<file path="config.mk">
export PLATFORM = sky130hd
export DESIGN_NAME = dmem_ctrl
export DESIGN_NICKNAME = d
export VERILOG_FILES = /design/src/rtl/dmem_pkg.sv /design/src/rtl/dmem_ctrl.sv
export SDC_FILE = /design/constraint.sdc
export NUM_CORES = 1
export LEC_CHECK = 0
export ABC_AREA = 1
export BUFFER_PORTS_ARGS = -buffer_cell sky130_fd_sc_hd__buf_2
export CAP_MARGIN = 20
export CORE_UTILIZATION = 25
export DETAILED_ROUTE_END_ITERATION = 10
export PLACE_DENSITY = 0.69
export SLEW_MARGIN = 30
export SYNTH_ARGS = -nofsm -noshare
export SYNTH_HDL_FRONTEND = slang
export SYNTH_SLANG_ARGS = --single-unit
</file>
<file path="constraint.sdc">
create_clock -name clk -period 2.4 [get_ports clk]
set_clock_uncertainty 0.05 [all_clocks]
set_input_delay 0.12 -clock clk [delete_from_list [all_inputs] [get_ports clk]]
set_output_delay 0.12 -clock clk [all_outputs]
set_load 0.05 [all_outputs]
</file>
<file path="src/rtl/dmem_pkg.sv">
// Shared encodings and constants for the data-memory access controller.
package dmem_pkg;

    typedef enum logic [1:0] {
        S_IDLE    = 2'd0,
        S_RD_WAIT = 2'd1,
        S_DONE    = 2'd2
    } state_e;

    localparam logic [3:0] WE_WORD = 4'hF;
    localparam int         CNT_W   = 4;

endpackage

</file>
<file path="src/rtl/dmem_ctrl.sv">
// Data-memory access controller: posts word stores, stalls the datapath across
// the fixed RAM read latency and returns captured load data on rdata.
module dmem_ctrl
    import dmem_pkg::*;
#(
    parameter int LAT = 2
) (
    input  logic        clk,
    input  logic        rst,
    input  logic        mem_read,
    input  logic        mem_write,
    input  logic [31:0] addr,
    input  logic [31:0] wdata,
    output logic [31:0] rdata,
    output logic        stall,
    output logic        misalign,
    output logic        ram_en,
    output logic [3:0]  ram_we,
    output logic [29:0] ram_addr,
    output logic [31:0] ram_wdata,
    input  logic [31:0] ram_rdata
);

    state_e           state_q, state_d;
    logic [CNT_W-1:0] cnt_q, cnt_d;
    logic [31:0]      rdata_q;
    logic             capture;
    logic             aligned;

    assign aligned   = (addr[1:0] == 2'b00);
    assign ram_addr  = addr[31:2];
    assign ram_wdata = wdata;
    assign rdata     = rdata_q;

    always_comb begin
        // NOTE: every output gets a default first, so no path can infer a latch.
        state_d  = state_q;
        cnt_d    = cnt_q;
        capture  = 1'b0;
        stall    = 1'b0;
        misalign = 1'b0;
        ram_en   = 1'b0;
        ram_we   = '0;

        case (state_q)
            S_IDLE: begin
                if (mem_read || mem_write) begin
                    if (!aligned) begin
                        misalign = 1'b1;
                    end else if (mem_read) begin
                        // A read wins over a simultaneous write; the write is dropped.
                        stall   = 1'b1;
                        ram_en  = 1'b1;
                        cnt_d   = CNT_W'(LAT - 1);
                        state_d = S_RD_WAIT;
                    end else begin
                        ram_en = 1'b1;
                        ram_we = WE_WORD;
                    end
                end
            end
            S_RD_WAIT: begin
                stall = 1'b1;
                if (cnt_q == '0) begin
                    capture = 1'b1;
                    state_d = S_DONE;
                end else begin
                    cnt_d = cnt_q - CNT_W'(1);
                end
            end
            S_DONE:  state_d = S_IDLE;
            default: state_d = S_IDLE;
        endcase

        if (!rst) begin
            stall    = 1'b0;
            misalign = 1'b0;
            ram_en   = 1'b0;
            ram_we   = '0;
        end
    end

    // NOTE: state registers use non-blocking assignments so every flop samples pre-edge values.
    always_ff @(posedge clk) begin
        if (!rst) begin
            state_q <= S_IDLE;
            cnt_q   <= '0;
            rdata_q <= '0;
        end else begin
            state_q <= state_d;
            cnt_q   <= cnt_d;
            if (capture) rdata_q <= ram_rdata;
        end
    end

endmodule

</file>
==> results of run 1 <==
power by group through the flow:
| stage | combinational, mW | sequential [mW] | clock (mW) |
|---|---|---|---|
| floorplan | 0.389 | 0.774 | 0 |
| global placement | 0.265 | 0.688 | 0 |
| detailed placement | 0.269 | 0.690 | 0 |
| CTS | 0.269 | 0.675 | 0.455 |
| global route | 0.295 | 0.678 | 0.484 |
| finish | 0.267 | 0.675 | 0.428 |
layer usage:
metal	vias up	share of wire (%)
met5	-	0
li1	773	-
met2	74	46
met1	658	41
met4	0	5.8
met3	29	7.6
registers in the layout, indices dropped and copies added (netlist names):
register,cells
cnt_q,4
rdata,32
state_q,2
critical path: stages (launching register included):
cell	delay (ns)
sky130_fd_sc_hd__dfxtp_1	0.33
sky130_fd_sc_hd__nor2_1	0.13
sky130_fd_sc_hd__nand2_1	0.11
sky130_fd_sc_hd__nor3_1	0.32
sky130_fd_sc_hd__buf_2	0.33
cells in the mapped netlist (all sizes together):
| library cell | count | share of area (%) |
|---|---|---|
| nor3b | 1 | 0.38 |
| inv | 10 | 1.9 |
| nor2 | 77 | 15 |
| clkbuf | 5 | 1.1 |
| buf | 70 | 27 |
| nor3 | 1 | 0.25 |
| or2 | 1 | 0.32 |
| nand2 | 15 | 2.8 |
| dfxtp | 38 | 39 |
| nand3 | 8 | 2.3 |
| a21oi | 3 | 0.76 |
| clkinv | 1 | 0.25 |
| o21ai | 32 | 8.1 |
| ha | 2 | 1.3 |
through the flow:
stage	utilization [%]	worst slack [ns]	hold slack [ns]	total power, mW	cells
floorplan	-	0.0906	0.219	1.16	264
global placement	25.3	0.902	0.190	0.953	369
detailed placement	25.3	0.845	0.190	0.959	369
CTS	26.4	0.688	0.0132	1.40	375
global route	26.4	0.588	0.0174	1.46	375
finish	26.4	0.725	0.0250	1.37	375
cell type report:
type                            count  share of cell area (%)
Sequential cell                    38                    37.5
Multi-Input combinational cell    140                    30.5
Timing Repair Buffer               78                    19.5
Tap cell                          102                    6.29
Clock buffer                        6                    4.07
Inverter                           11                    2.10
final timing paths:
check,depth (start not counted),slack [ns],start,end
worst min-delay path,3,0.02,ram_rdata[26],rdata[26]$_SDFFE_PN0P_
worst max-delay path,4,0.72,state_q[1]$_SDFFE_PN0P_,ram_we[0]
worst max register to register,6,0.87,cnt_q[0]$_SDFFE_PN0P_,rdata[14]$_SDFFE_PN0P_
worst min register to register,2,0.43,rdata[12]$_SDFFE_PN0P_,rdata[12]$_SDFFE_PN0P_
cell families after synthesis:
family	Yosys count	share of synthesized area, %
and+or+nand+nor	103	21.2
adders and majority gates	2	1.27
DFF	38	38.5
AOI/OAI and AO/OA	35	8.87
buffers and inverters	86	30.1
==> out/qor.yml, run 1 <==
outcome: "completed"
path_max_fanout: 4
maxSlewHeadroom_pct: 71.6
die_h_um: 90.9
setup_violations: 0
cts_hold_bufs: 0
globalRoute.totalOverflow: 0
globalRoute.busiestLayer: "met2"
most-common-layout-cells: "sky130_fd_sc_hd__buf_2, sky130_fd_sc_hd__nor2_1, sky130_fd_sc_hd__dfxtp_1"
floorplan.die_area_um2: 8260
ant_diodes: 0
fmax_mhz: 597
dp_hpwl_mm: 3.29
timing_hold_violations_final: 0
rows: 32
synthesized_netlist_net_count: 366
mostFrequentLayoutCell: "sky130_fd_sc_hd__buf_2"
power_switching_mw: 0.410
groute.layer.met3.usage_pct: 2.95
avgSynthCellArea_um2: 7.48
layout-drive-gt1-share_pct: 33.0
placedInstanceArea_um2: 1950
final_min_period_over_clock_period_pct: 69.8
effective_utilization_at_floorplan_pct: 25.7
routed_via_density: 4.09
total_via_count_after_detailed_routing: 1534
ys_ff_latch: 38
global_route_wire_length_before_repair_mm: 7.14
cts_root_buf: "sky130_fd_sc_hd__clkbuf_8"
cts.repair.resized: 0
globalRouteMet2Util_pct: 18.0
synthesis.yosys.warnings: 0
final_period_minus_worst_setup_slack_ns: 1.68
drt-wirelength-per-cell_um: 11.5
p_sw_share_pct: 29.9
cts_htree_levels: 2
regArea_um2: 761
maxCapViolations: 0
mappedNetlistArea_um2: 1980
worst_ir_drop_vdd_v: 0.000223
data_required_time_of_the_critical_path_ns: 2.23
timing.setup.tns_ns: 0
ant_nets: 0
design.portCount: 201
global_route.usage.met1_pct: 11.5
tritoncts_num_sinks: 38
max_slew.worst_pin.slew_ns: 0.425
share_comb_of_total_power_pct: 19.5
global_route.usage.total_pct: 10.8
post-cts-setup-buffers: 0
critPathKind: "reg -> out"
rsz_0062_raised_after_global_routing: "false"
startpoint_type: "flop"
final_area_um2: 2030
first_global_vias: 1529
netlist-cell-type-count: 22
dr.pass1.iters: 4
cts_max_path_buffers: 2
power_per_cell_area_nw_per_um2: 675
core-area_um2: 7690
cts-buffers-inserted: 5
cells_after_synth: 264
wirelength_mm: 4.33
layout.nets: 376
globalplace.congestion: 0.773
clock_network_latency_to_the_later_pin_of_the_worst_skew_pair_ns: 0.28
final-max-slew-violation-count: 0
port_buffers: 76
sequentialPowerShare_pct: 49.3
grt_antenna_before_repair: 0
areaGrowthSynthToFinish_pct: 2.66
leakagePower_nw: 0.979
largest_net_degree_at_the_start_of_global_routing: 34
data_arrival_time_of_the_critical_path_ns: 1.51
synth-seq-area-share_pct: 38.5
clk_pin_slew_ns: 0.07
power.clock.fraction_pct: 31.2
drt_iter0_markers: 28
worst_hold_path_type: "in -> reg"
total_drc_errors_in_the_routed_layout: 0
p_int_mw: 0.960
area_of_the_multi_input_gates_um2: 619
die_w_um: 90.9
filler_cell_count: 874
clock_tree_from_tritoncts: "yes"
end_kind: "output pin"
Note: power is estimated with default switching activity, not from simulation.
==> run 2, diff against run 1 <==
Clock period 2.4 ns to 1.7 ns, I/O delays scaled along.
==> run 2 against run 1 <==
Worst setup slack lost 0.57 ns. Worst hold slack lost 0.020 ns. Highest routed layer unchanged. First-iteration DRC count grew 140%. Flip-flop and latch count is the same. Die area is the same. Total power grew 47%. Design area grew 13%. Final cell count grew 7.2%.
==> out/qor.yml, run 2 (synthesis results as in run 1) <==
port_buffers: 76  # unchanged
design.portCount: 201  # unchanged
sequentialPowerShare_pct: 47.3  # was 49.3%
routed_via_density: 4.04  # was 4.09
data_required_time_of_the_critical_path_ns: 1.56  # was 2.23 ns
fin_worst_hold_slack_ns: 0.00496  # was 0.0250 ns
areaGrowthSynthToFinish_pct: 16.3  # was 2.66%
p_sw_share_pct: 30.2  # was 29.9%
critPathKind: "reg -> out"  # unchanged
rsz_0062_raised_after_global_routing: "false"  # unchanged
path_max_fanout: 4  # unchanged
most-common-layout-cells: "sky130_fd_sc_hd__buf_2, sky130_fd_sc_hd__nor2_1, sky130_fd_sc_hd__dfxtp_1"  # unchanged
globalplace.congestion: 0.765  # was 0.773
timing_hold_violations_final: 0  # unchanged
worst_hold_path_type: "in -> reg"  # unchanged
final_min_period_over_clock_period_pct: 91.0
ant_diodes: 0  # unchanged
tritoncts_num_sinks: 38  # unchanged
ant_nets: 0  # unchanged
clock_network_latency_to_the_later_pin_of_the_worst_skew_pair_ns: 0.28  # about the same
global_route.usage.total_pct: 11.2  # was 10.8%
outcome: "completed"  # unchanged
drt_iter0_markers: 66  # was 28
core-area_um2: 7690  # unchanged
largest_reg_flops: 32  # unchanged
worst_ir_drop_vdd_v: 0.000304  # was 0.000223 V
effective_utilization_at_floorplan_pct: 25.7  # unchanged
max_slew.worst_pin.slew_ns: 0.337  # was 0.425 ns
data_arrival_time_of_the_critical_path_ns: 1.41  # was 1.51 ns
maxSlewHeadroom_pct: 77.5  # was 71.6%
largest_net_degree_at_the_start_of_global_routing: 36  # was 34
layout.nets: 401  # was 376
first_global_vias: 1565  # was 1529
mostFrequentLayoutCell: "sky130_fd_sc_hd__buf_2"  # unchanged
leakagePower_nw: 1.10  # was 0.979 nW
cts_max_path_buffers: 2  # unchanged
global_route_wire_length_before_repair_mm: 7.33  # was 7.14 mm
grt_antenna_before_repair: 0  # unchanged
p_int_mw: 1.41  # was 0.960 mW
final-max-slew-violation-count: 0  # unchanged
layout-drive-gt1-share_pct: 31.7  # was 33.0%
drt-wirelength-per-cell_um: 11.5  # about the same
total_via_count_after_detailed_routing: 1626  # was 1534
power_switching_mw: 0.608  # was 0.410 mW
rows: 32  # unchanged
cts.repair.resized: 0  # unchanged
end_kind: "output pin"  # unchanged
clk_pin_slew_ns: 0.07  # about the same
floorplan.die_area_um2: 8260  # unchanged
power_per_cell_area_nw_per_um2: 877  # was 675 nW/um2
fmax_mhz: 647
setup_violations: 0  # unchanged
cts_root_buf: "sky130_fd_sc_hd__clkbuf_8"  # unchanged
post-cts-setup-buffers: 0  # unchanged
die_w_um: 90.9  # unchanged
startpoint_type: "flop"  # unchanged
share_comb_of_total_power_pct: 21.0  # was 19.5%
dp_hpwl_mm: 3.29  # about the same
cts-buffers-inserted: 5  # unchanged
globalRoute.totalOverflow: 0  # unchanged
timing.setup.tns_ns: 0  # unchanged
clock_tree_from_tritoncts: "yes"  # unchanged
wirelength_mm: 4.61  # was 4.33 mm
power.clock.fraction_pct: 31.7  # was 31.2%
maxCapViolations: 0  # unchanged
total_drc_errors_in_the_routed_layout: 0  # unchanged
die_h_um: 90.9  # unchanged
final_period_minus_worst_setup_slack_ns: 1.55
dr.pass1.iters: 4  # unchanged
cts_htree_levels: 2  # unchanged
-- run 2: per-stage QoR --
| step | instances | instance area, um2 | total power, mW | setup WS [ns] | utilization (%) |
|---|---|---|---|---|---|
| finish | 402 | 2300 | 2.01 | 0.153 | 29.9 |
| global route | 402 | 2300 | 2.13 | 0.0141 | 29.9 |
| CTS | 402 | 2300 | 2.05 | 0.136 | 29.9 |
| detailed placement | 371 | 1980 | 1.36 | 0.186 | 25.7 |
| global placement | 371 | 1980 | 1.35 | 0.238 | 25.7 |
| floorplan | 264 | 1990 | 1.65 | 0.177 | - |
-- run 2: metal layers --
layer	vias up	routed length, um	global-route usage (%)
met5	-	0	0
met4	0	187	5.95
met3	24	338	3.70
met2	81	2280	20.1
met1	698	1810	11.3
li1	823	-	-
-- run 2: timing repair --
item	in CTS	in global routing
setup endpoints to repair	0	0
hold buffers	23	0
endpoints found under the hold margin	23	0
-- run 2: cell type report --
cell class,count,area [um2]
Multi-Input combinational cell,140,636
Clock buffer,7,86.3
Inverter,11,42.5
Tap cell,102,128
Clock inverter,1,5.00
Sequential cell,38,761
Fill cell,856,5390
Timing Repair Buffer,103,641
-- run 2: worst paths after layout --
check | startpoint | slack [ns] | to | cells after the start
max | state_q[0]$_SDFFE_PN0P_ | 0.15 | ram_we[3] | 4
min | ram_rdata[2] | 0.005 | rdata[2]$_SDFFE_PN0P_ | 3
max reg2reg | cnt_q[0]$_SDFFE_PN0P_ | 0.17 | rdata[0]$_SDFFE_PN0P_ | 6
min reg2reg | rdata[10]$_SDFFE_PN0P_ | 0.43 | rdata[10]$_SDFFE_PN0P_ | 2
-- run 2: power by group through the flow --
stage	logic [mW]	clock network [mW]	registers, mW
after floorplan	0.553	0	1.09
after global placement	0.379	0	0.972
after detailed placement	0.383	0	0.974
after CTS	0.424	0.671	0.953
after global routing	0.462	0.715	0.958
final	0.424	0.639	0.952
-- run 2: worst max-delay path, stage by stage, from the launching register on --
cell and delay [ns]:
sky130_fd_sc_hd__dfxtp_1 0.32, sky130_fd_sc_hd__nor2_1 0.14, sky130_fd_sc_hd__nand2_1 0.15, sky130_fd_sc_hd__nor3_4 0.22, sky130_fd_sc_hd__buf_2 0.29
